## config.mk

```make
export PLATFORM = sky130hd
export DESIGN_NAME = serial_word_assembler
export DESIGN_NICKNAME = d
export VERILOG_FILES = /design/src/rtl/serial_word_assembler.sv
export SDC_FILE = /design/constraint.sdc
export NUM_CORES = 1
export LEC_CHECK = 0
export ABC_AREA = 1
export CORE_MARGIN = 4
export CORE_UTILIZATION = 51
export CTS_CLUSTER_DIAMETER = 80
export DETAILED_ROUTE_END_ITERATION = 8
export PLACE_DENSITY = 0.72
export RECOVER_POWER = 100
export SETUP_SLACK_MARGIN = 0.1
export SLEW_MARGIN = 20
export SYNTH_ARGS = -nofsm -noshare
export SYNTH_HDL_FRONTEND = slang
export SYNTH_SLANG_ARGS = --single-unit
```

## constraint.sdc

```tcl
create_clock -name clk -period 2 [get_ports clk]
set_clock_uncertainty 0.2 [all_clocks]
set_input_delay 0.4 -clock clk [delete_from_list [all_inputs] [get_ports clk]]
set_output_delay 0.4 -clock clk [all_outputs]
set_load 0.01 [all_outputs]
```

## src/rtl/serial_word_assembler.sv

```systemverilog
// Assembles strobed serial bits MSB-first into WIDTH-bit words with optional even parity
// and an inter-bit timeout, then buffers accepted words in a show-ahead FIFO.
module serial_word_assembler #(
  parameter int WIDTH   = 8,
  parameter int DEPTH   = 4,
  parameter int PARITY  = 1,
  parameter int TIMEOUT = 64
) (
  input  logic                     clk,
  input  logic                     rst,
  input  logic                     bitIn,
  input  logic                     bitValid,
  output logic [WIDTH-1:0]         wordOut,
  output logic                     wordValid,
  input  logic                     wordReady,
  output logic [$clog2(DEPTH):0]   fifoCount,
  output logic                     busy,
  output logic                     parityErr,
  output logic                     timeoutErr,
  output logic                     overflowErr
);

  localparam int PTR_W = $clog2(DEPTH);
  localparam int CNT_W = $clog2(DEPTH) + 1;
  localparam int BC_W  = $clog2(WIDTH + 1);
  localparam int ID_W  = $clog2(TIMEOUT);
  localparam logic [BC_W-1:0]  LAST_BIT = BC_W'(WIDTH - 1);
  localparam logic [ID_W-1:0]  IDLE_MAX = ID_W'(TIMEOUT - 2);
  localparam logic [CNT_W-1:0] FULL_CNT = CNT_W'(DEPTH);

  typedef enum logic [1:0] {
    IDLE       = 2'd0,
    COLLECT    = 2'd1,
    PARITY_CHK = 2'd2
  } state_e;

  // Returns 1 when data plus parity bit has odd weight (even-parity failure).
  function automatic logic parity_bad_f(input logic [WIDTH-1:0] data, input logic par);
    return (^data) ^ par;
  endfunction

  state_e            state_q, state_d;
  logic [WIDTH-1:0]  shift_q, shift_d;
  logic [BC_W-1:0]   bit_cnt_q, bit_cnt_d;
  logic [ID_W-1:0]   idle_q, idle_d;
  logic [WIDTH-1:0]  mem_q [DEPTH];
  logic [PTR_W-1:0]  wr_q, wr_d, rd_q, rd_d;
  logic [CNT_W-1:0]  count_q, count_d;
  logic              par_err_q, to_err_q, ovf_err_q;

  logic              complete_s, par_fail_s, timeout_s;
  logic [WIDTH-1:0]  word_s;
  logic              push_s, pop_s, full_s, overflow_s;

  // State register and all control/FIFO registers.
  always_ff @(posedge clk) begin
    if (rst) begin
      state_q   <= IDLE;
      shift_q   <= '0;
      bit_cnt_q <= '0;
      idle_q    <= '0;
      wr_q      <= '0;
      rd_q      <= '0;
      count_q   <= '0;
      par_err_q <= 1'b0;
      to_err_q  <= 1'b0;
      ovf_err_q <= 1'b0;
    end else begin
      state_q   <= state_d;
      shift_q   <= shift_d;
      bit_cnt_q <= bit_cnt_d;
      idle_q    <= idle_d;
      wr_q      <= wr_d;
      rd_q      <= rd_d;
      count_q   <= count_d;
      par_err_q <= par_fail_s;
      to_err_q  <= timeout_s;
      ovf_err_q <= overflow_s;
    end
  end

  // FIFO storage; contents are never visible while empty, so no reset needed.
  always_ff @(posedge clk) begin
    if (!rst && push_s) begin
      mem_q[wr_q] <= word_s;
    end
  end

  // Next-state logic: bit collection, parity check and inter-bit timeout.
  always_comb begin
    state_d    = state_q;
    shift_d    = shift_q;
    bit_cnt_d  = bit_cnt_q;
    idle_d     = idle_q;
    complete_s = 1'b0;
    par_fail_s = 1'b0;
    timeout_s  = 1'b0;
    word_s     = {shift_q[WIDTH-2:0], bitIn};
    case (state_q)
      IDLE: begin
        idle_d = '0;
        if (bitValid) begin
          shift_d   = {{(WIDTH-1){1'b0}}, bitIn};
          bit_cnt_d = BC_W'(1);
          state_d   = COLLECT;
        end else begin
          bit_cnt_d = '0;
        end
      end
      COLLECT: begin
        if (bitValid) begin
          idle_d  = '0;
          shift_d = {shift_q[WIDTH-2:0], bitIn};
          if (bit_cnt_q == LAST_BIT) begin
            bit_cnt_d = '0;
            if (PARITY != 0) begin
              state_d = PARITY_CHK;
            end else begin
              complete_s = 1'b1;
              state_d    = IDLE;
            end
          end else begin
            bit_cnt_d = bit_cnt_q + BC_W'(1);
          end
        end else if (idle_q == IDLE_MAX) begin
          timeout_s = 1'b1;
          shift_d   = '0;
          bit_cnt_d = '0;
          idle_d    = '0;
          state_d   = IDLE;
        end else begin
          idle_d = idle_q + ID_W'(1);
        end
      end
      PARITY_CHK: begin
        word_s = shift_q;
        if (bitValid) begin
          idle_d  = '0;
          state_d = IDLE;
          if (parity_bad_f(shift_q, bitIn)) begin
            par_fail_s = 1'b1;
          end else begin
            complete_s = 1'b1;
          end
        end else if (idle_q == IDLE_MAX) begin
          timeout_s = 1'b1;
          shift_d   = '0;
          bit_cnt_d = '0;
          idle_d    = '0;
          state_d   = IDLE;
        end else begin
          idle_d = idle_q + ID_W'(1);
        end
      end
      default: begin
        state_d   = IDLE;
        shift_d   = '0;
        bit_cnt_d = '0;
        idle_d    = '0;
      end
    endcase
  end

  // FIFO control: a full FIFO still accepts a push when the head pops on the same edge.
  always_comb begin
    pop_s      = (count_q != '0) && wordReady;
    full_s     = (count_q == FULL_CNT);
    push_s     = complete_s && (!full_s || pop_s);
    overflow_s = complete_s && full_s && !pop_s;
    wr_d       = push_s ? wr_q + PTR_W'(1) : wr_q;
    rd_d       = pop_s  ? rd_q + PTR_W'(1) : rd_q;
    case ({push_s, pop_s})
      2'b10:   count_d = count_q + CNT_W'(1);
      2'b01:   count_d = count_q - CNT_W'(1);
      default: count_d = count_q;
    endcase
  end

  assign wordValid   = (count_q != '0);
  assign wordOut     = wordValid ? mem_q[rd_q] : '0;
  assign fifoCount   = count_q;
  assign busy        = (state_q != IDLE);
  assign parityErr   = par_err_q;
  assign timeoutErr  = to_err_q;
  assign overflowErr = ovf_err_q;

endmodule

```

Yosys cells after proc, flatten, opt, wreduce, memory -nomap -nowiden. Memory sizes are Yosys's and may differ from the RTL's. A register that Yosys moved wholly into a read port is not among the register bits. Index checks and enable logic that the tools add are counted.

Memories: 1. Output and inout bits: 16. Bits in registers: 30. Bits of input ports: 5. Logic and storage cells: 80. Memory bits (writable): 32.

Memory list: mem_q (words 4, bits a word 8, read ports 1, clocked after memory_dff 1, wr ports 1, line 46) `logic [WIDTH-1:0] mem_q [DEPTH];`.

Bitwise logic cells: 4. Reductions and logical operators: 20. Eq/ne operators: 10. Muxes and demuxes: 29. Add/sub/neg operators: 6.

Operator list (number): 2-to-1 mux 8 bit (6); case mux 8 bit (3 select lines) (1); 2-to-1 mux 4 bit (4); 2-to-1 mux 2 bit (7); case mux 4 bit (3 select lines) (1); 2-to-1 mux 1 bit (8); XOR reduction 8 bit (1); adder 6 x 1 -> 6 bit, second input constant (1); == test 6 bit, second input constant (1); case mux 2 bit (3 select lines) (1); case mux 3 bit (2 select lines) (1); OR reduction 3 bit (2); logical AND 1 bit (5); adder 2 x 1 -> 2 bit, second input constant (2); adder 4 x 1 -> 4 bit, second input constant (1); == test 2 x 1 -> 1 bit, second input constant (2); == test 2 bit, second input constant (2); == test 4 x 3 -> 1 bit, second input constant (1); != test 2 bit, second input constant (2); AND reduction 2 bit (2); nonzero test 2 bit (2); OR reduction 4 bit (1); adder 3 x 1 -> 3 bit, second input constant (1); == test 3 bit, second input constant (1); 9 further kinds (13).

Depth between registers and ports, before layout.
Word-level depth: 9. Gate-level depth with buffers: 16. Depth with buffers taken out: 16.

Worst setup path before layout. OpenSTA, ideal clock, no wires.

Path type: reg-to-reg. From: reg shift_q[4]. To: mem mem_q[0][0] (enable). Clock period less this slack: 2.102 ns. Setup time: 0.371 ns. Cell stages (with the launch flop): 13. Required time: 1.429 ns. Buffers on the path: 0. Arrival time: 1.531 ns. Slack: -0.102 ns. Cell sequence: dfxtp_1 inv_1 nand2_1 nand2_1 nand2_1 nand2_1 nand2_1 nand3_2 nand2_4 nand2_4 inv_2 nand3_1 nor2_1.

Word-level cells in the longest chain between the ends: 9.

Ends and longest elaborated chain: from (decl) (line 43) `logic [WIDTH-1:0] shift_q, shift_d;`; from (signal assigned) (line 70) `shift_q <= shift_d;`; XOR reduction 8 bit (line 39) `return (^data) ^ par;`; bitwise XOR 1 bit (line 39); 2-to-1 mux 1 bit (line 140) `if (parity_bad_f(shift_q, bitIn)) begin`; 2-to-1 mux 1 bit (line 137) `if (bitValid) begin`; 2-to-1 mux 1 bit; logical AND 1 bit (line 168) `push_s = complete_s && (!full_s || pop_s);`; logical AND 1 bit (line 84) `if (!rst && push_s) begin`; 2-to-1 mux 1 bit (line 84); 2-to-1 mux 1 bit (not written as such) (line 85) `mem_q[wr_q] <= word_s;`; to (decl) (line 46).

No other way between the ends.

Worst setup path after layout.
From: reg shift_q[1]. To: reg count_q[2], in the netlist fifoCount[2].

Word-level cells in the longest chain between the ends: 8. Elaborated cells between the ends (all ways): 10. Those cells by class: 2 x eq/ne; 4 x mux; 1 x bitwise; 3 x reduce/logical.

Ends and longest elaborated chain: XOR reduction 8 bit (*) (line 39); bitwise XOR 1 bit (*) (line 39); 2-to-1 mux 1 bit (*) (line 140); 2-to-1 mux 1 bit (*) (line 137); 2-to-1 mux 1 bit (*); logical AND 1 bit (*) (line 168); == test 2 x 1 -> 1 bit or == test 2 bit (tied branches) (line 172) `case ({push_s, pop_s})`; case mux 3 bit (2 select lines) or nonzero test 2 bit (tied branches); to (signal assigned) (line 75) `count_q <= count_d;`; to (decl) (line 48) `logic [CNT_W-1:0] count_q, count_d;`.

Every way passes the cells marked *; elsewhere a longest branch is shown, timed or not. A chain may end at the register's enable or synchronous reset.

==> summary.md <==
| Metric | Value |
|---|---|
| All-Layer GR Usage | `18.46%` |
| Max H-tree Level | `3` |
| Worst Max-Slew Pin Slew | `462.0 ps` |
| Die width | `85.99 µm` |
| Post-synth top area cell | `edfxtp_1` |
| Rel. slew slack | `68.88%` |
| Synth warnings | `0` |
| Number of synthesized flops with an enable pin | `32` |
| Most instantiated cells after synthesis | `nand2_1 (77), nor2_1 (57), inv_1 (42)` |
| Pre-CTS WS | `-338.9 ps` |
| Worst Slack Setup Final | `-52.91 ps` |
| Syn Nets | `389` |
| Die Y-Extent | `85.99 µm` |
| DRC | `0` |
| Count leader, synth | `nand2_1` |
| DIE AREA | `7393 µm²` |
| Layout cells sized above 1 | `29.82%` |
| DR vias/cell | `5.040` |
| Max Cap Viol | `0` |
| CTS tree | `yes` |
| Synth area leaders | `edfxtp_1 (31%), dfxtp_1 (21%), nand2_1 (9.3%)` |
| Clk_lat worst skew | `330 ps` |
| Setup TNS | `-192.6 ps` |
| Ys async rst share | `0%` |
| HPWL Detailed | `4513 µm` |
| Top cell type's share of synthesized area | `30.98%` |
| Layout area overhead | `30.21%` |
| Synth Flop Type | `edfxtp_1` |
| Lkg Pwr | `1.661 nW` |
| RSZ-0062 raised after global routing | `true` |
| Routed Antenna Nets | `0` |
| Final Wtd Congestion | `0.8847` |
| Largest net degree at the start of global routing | `20` |
| Starting density of the core | `52.39%` |
| Final setup vio count | `18` |
| Total iterations of the first detailed-routing run | `4` |
| Antenna diodes | `0` |
| RR Startpoint | `shift_q[1]$_SDFFE_PP0P_` |
| Worst VDD drop | `0.0005867 V` |
| Seq/Total Area, Yosys | `51.63%` |
| Vias in the first global route | `2,445` |
| First-pass GRT wire length | `10,750 µm` |
| Core Area | `5921 µm²` |
| Post-Syn Area per Cell | `8.338 µm²` |
| Critical Path RT | `2030 ps` |
| Wire per inst | `12.49 µm` |
| Register bit total from synthesis | `64` |
| Hold Crit Class | `reg -> reg` |
| Final Cycle Share | `102.6%` |
| Type of the worst setup path | `reg -> reg` |
| Clock root buffer | `clkbuf_8` |
| Worst setup path endpoint | `fifoCount[2]$_SDFFE_PP0P_` |
| RR Endpoint | `fifoCount[2]$_SDFFE_PP0P_` |
| CP max FO | `5` |
| Io pins | `21` |
| Final Hold Viols | `0` |
| Violated checks | `setup timing` |
| Crit. Startpoint | `shift_q[1]$_SDFFE_PP0P_` |
| Inserted Clock Buffers | `9` |
| Fillers | `510` |
| Number of placement rows | `28` |
| Via count | `2,626` |
| Minimum clock period | `2053 ps` |
| Fmax | `0.4871 GHz` |
| Layout Nets | `458` |
| Outcome | `complete, but fails checks` |
| Grt ovf | `0` |
| Mapped Area | `3102 µm²` |
| Mapped Cells | `372` |
| I/O Buffers | `20` |
| Type of origin of the critical path | `register` |
| WL final | `6509 µm` |
| Max Transition Viols Final | `0` |
| Crit end category | `register` |
| Antenna violations before repair | `0` |
| Distinct cells, synth | `32` |
| Worst R2R Path Depth | `15` |
| PwrDens | `942.5 nW/µm²` |
| 1st-iter DRT viols | `55` |
| Clk buf depth | `2` |
| R2R setup slack | `-50 ps` |
| Worst Path Arrival | `2080 ps` |
| Clock sink total | `64` |
| Clk pin slew, worst setup/hold paths | `70 ps` |
| # hold bufs at CTS | `0` |
area by class of cell:
class	count	area (µm²)	area share, %
inverter	45	181.4	4.492
clock inverter	4	21.27	0.5266
timing repair buffer	67	523.0	12.95
sequential	64	1628	40.30
tap	75	93.84	2.323
clock buffer	12	135.1	3.346
multi-input combinational	254	1456	36.06
power by group:
part | total [mW] | internal, mW | switching [mW]
Sequential | 1.49 | 1.44 | 0.0531
Clock | 0.878 | 0.442 | 0.436
Combinational | 1.44 | 0.655 | 0.784
Total | 3.81 | 2.53 | 1.27
cell usage in the layout, fill, tap and decap left out, types with 2 or more instances in the layout:
cell type / n
o21ai_1: 16
nand2_2: 16
clkbuf_2: 3
nand3_1: 12
ha_1: 11
a21oi_2: 3
dlygate4sd2_1: 3
dfxtp_1: 21
nor3_1: 2
nand2_4: 5
nand4_1: 4
buf_12: 3
inv_4: 3
nor2_1: 42
buf_4: 32
dfxtp_2: 6
nor3b_1: 2
clkbuf_4: 2
dfxtp_4: 5
a21oi_1: 24
edfxtp_1: 32
nand2_1: 62
buf_2: 9
nor2_4: 12
nand3_2: 3
clkbuf_1: 10
o21ai_0: 23
clkdlybuf4s50_1: 6
inv_2: 6
nor2_2: 5
clkinv_2: 2
clkbuf_8: 9
inv_1: 35
repair_timing:
action / CTS / global route
gates resized for setup: 74 / 50
setup endpoints to repair: 47 / 55
gates cloned: 1 / 1
buffers inserted: 2 / 4
pin swaps: 13 / 31
kinds of logic after synthesis:
kind of cell / share of synthesized area (%)
adders and majority gates: 5.083
and+or+nand+nor: 23.96
xor gates and xnor gates: 0.5648
AOI/OAI and AO/OA: 11.98
DFF: 51.63
buffers and inverters: 6.777
how the worst min path moves through the flow:
stage                                    start              endpoint  slack [ps]  cells after the start
final                     idle_q[0]$_SDFF_PP0_  idle_q[0]$_SDFF_PP0_         230                      1
after global routing      idle_q[0]$_SDFF_PP0_  idle_q[0]$_SDFF_PP0_         260                      1
after CTS                 rd_q[1]$_SDFFE_PP0P_  rd_q[1]$_SDFFE_PP0P_         270                      2
after detailed placement  rd_q[1]$_SDFFE_PP0P_  rd_q[1]$_SDFFE_PP0P_         260                      2
after global placement    idle_q[0]$_SDFF_PP0_  idle_q[0]$_SDFF_PP0_         240                      1
after floorplan           idle_q[0]$_SDFF_PP0_  idle_q[0]$_SDFF_PP0_         230                      1
sequential cells by signal, summed over array words and instances (netlist names), named ones only:
name,count
overflowErr,1
rd_q,2
timeoutErr,1
state_q,2
wr_q,2
idle_q,6
shift_q,8
mem_q,32
fifoCount,3
bit_cnt_q,4
parityErr,1
critical path, cell delays in order, from the launching register on:
cell and delay, ps:
dfxtp_4 370, inv_1 70, nand2_1 50, nand2_1 70
nand2_1 80, nand2_2 110, nand2_2 60, nand3_2 80
nand2_4 60, nand2_4 80, nand2_4 50, fa_2 370
inv_2 70, nand2_2 60, a21oi_2 130, nor2_1 40
routing by layer:
layer  vias up  global-route usage, %  part of all wire, %
li1       1355                      -                    -
met1      1210                  21.77                   44
met2        51                  32.17                   51
met3        10                  4.899                  3.2
met4         0                  6.619                  1.8
met5         -                      0                    0
through the flow:
step | hold WS [ps] | total power [mW] | util (%) | cells | cell area (µm²)
CTS | 269.9 | 3.801 | 66.80 | 517 | 3955
global route | 260.1 | 4.051 | 68.22 | 521 | 4039
finish | 233.2 | 3.807 | 68.22 | 521 | 4039
floorplan | 229.7 | 2.212 | - | 372 | 3146
detailed placement | 258.7 | 2.872 | 62.89 | 498 | 3724
global placement | 243.4 | 2.838 | 62.89 | 498 | 3724
Power figures use the tool's default switching activity.
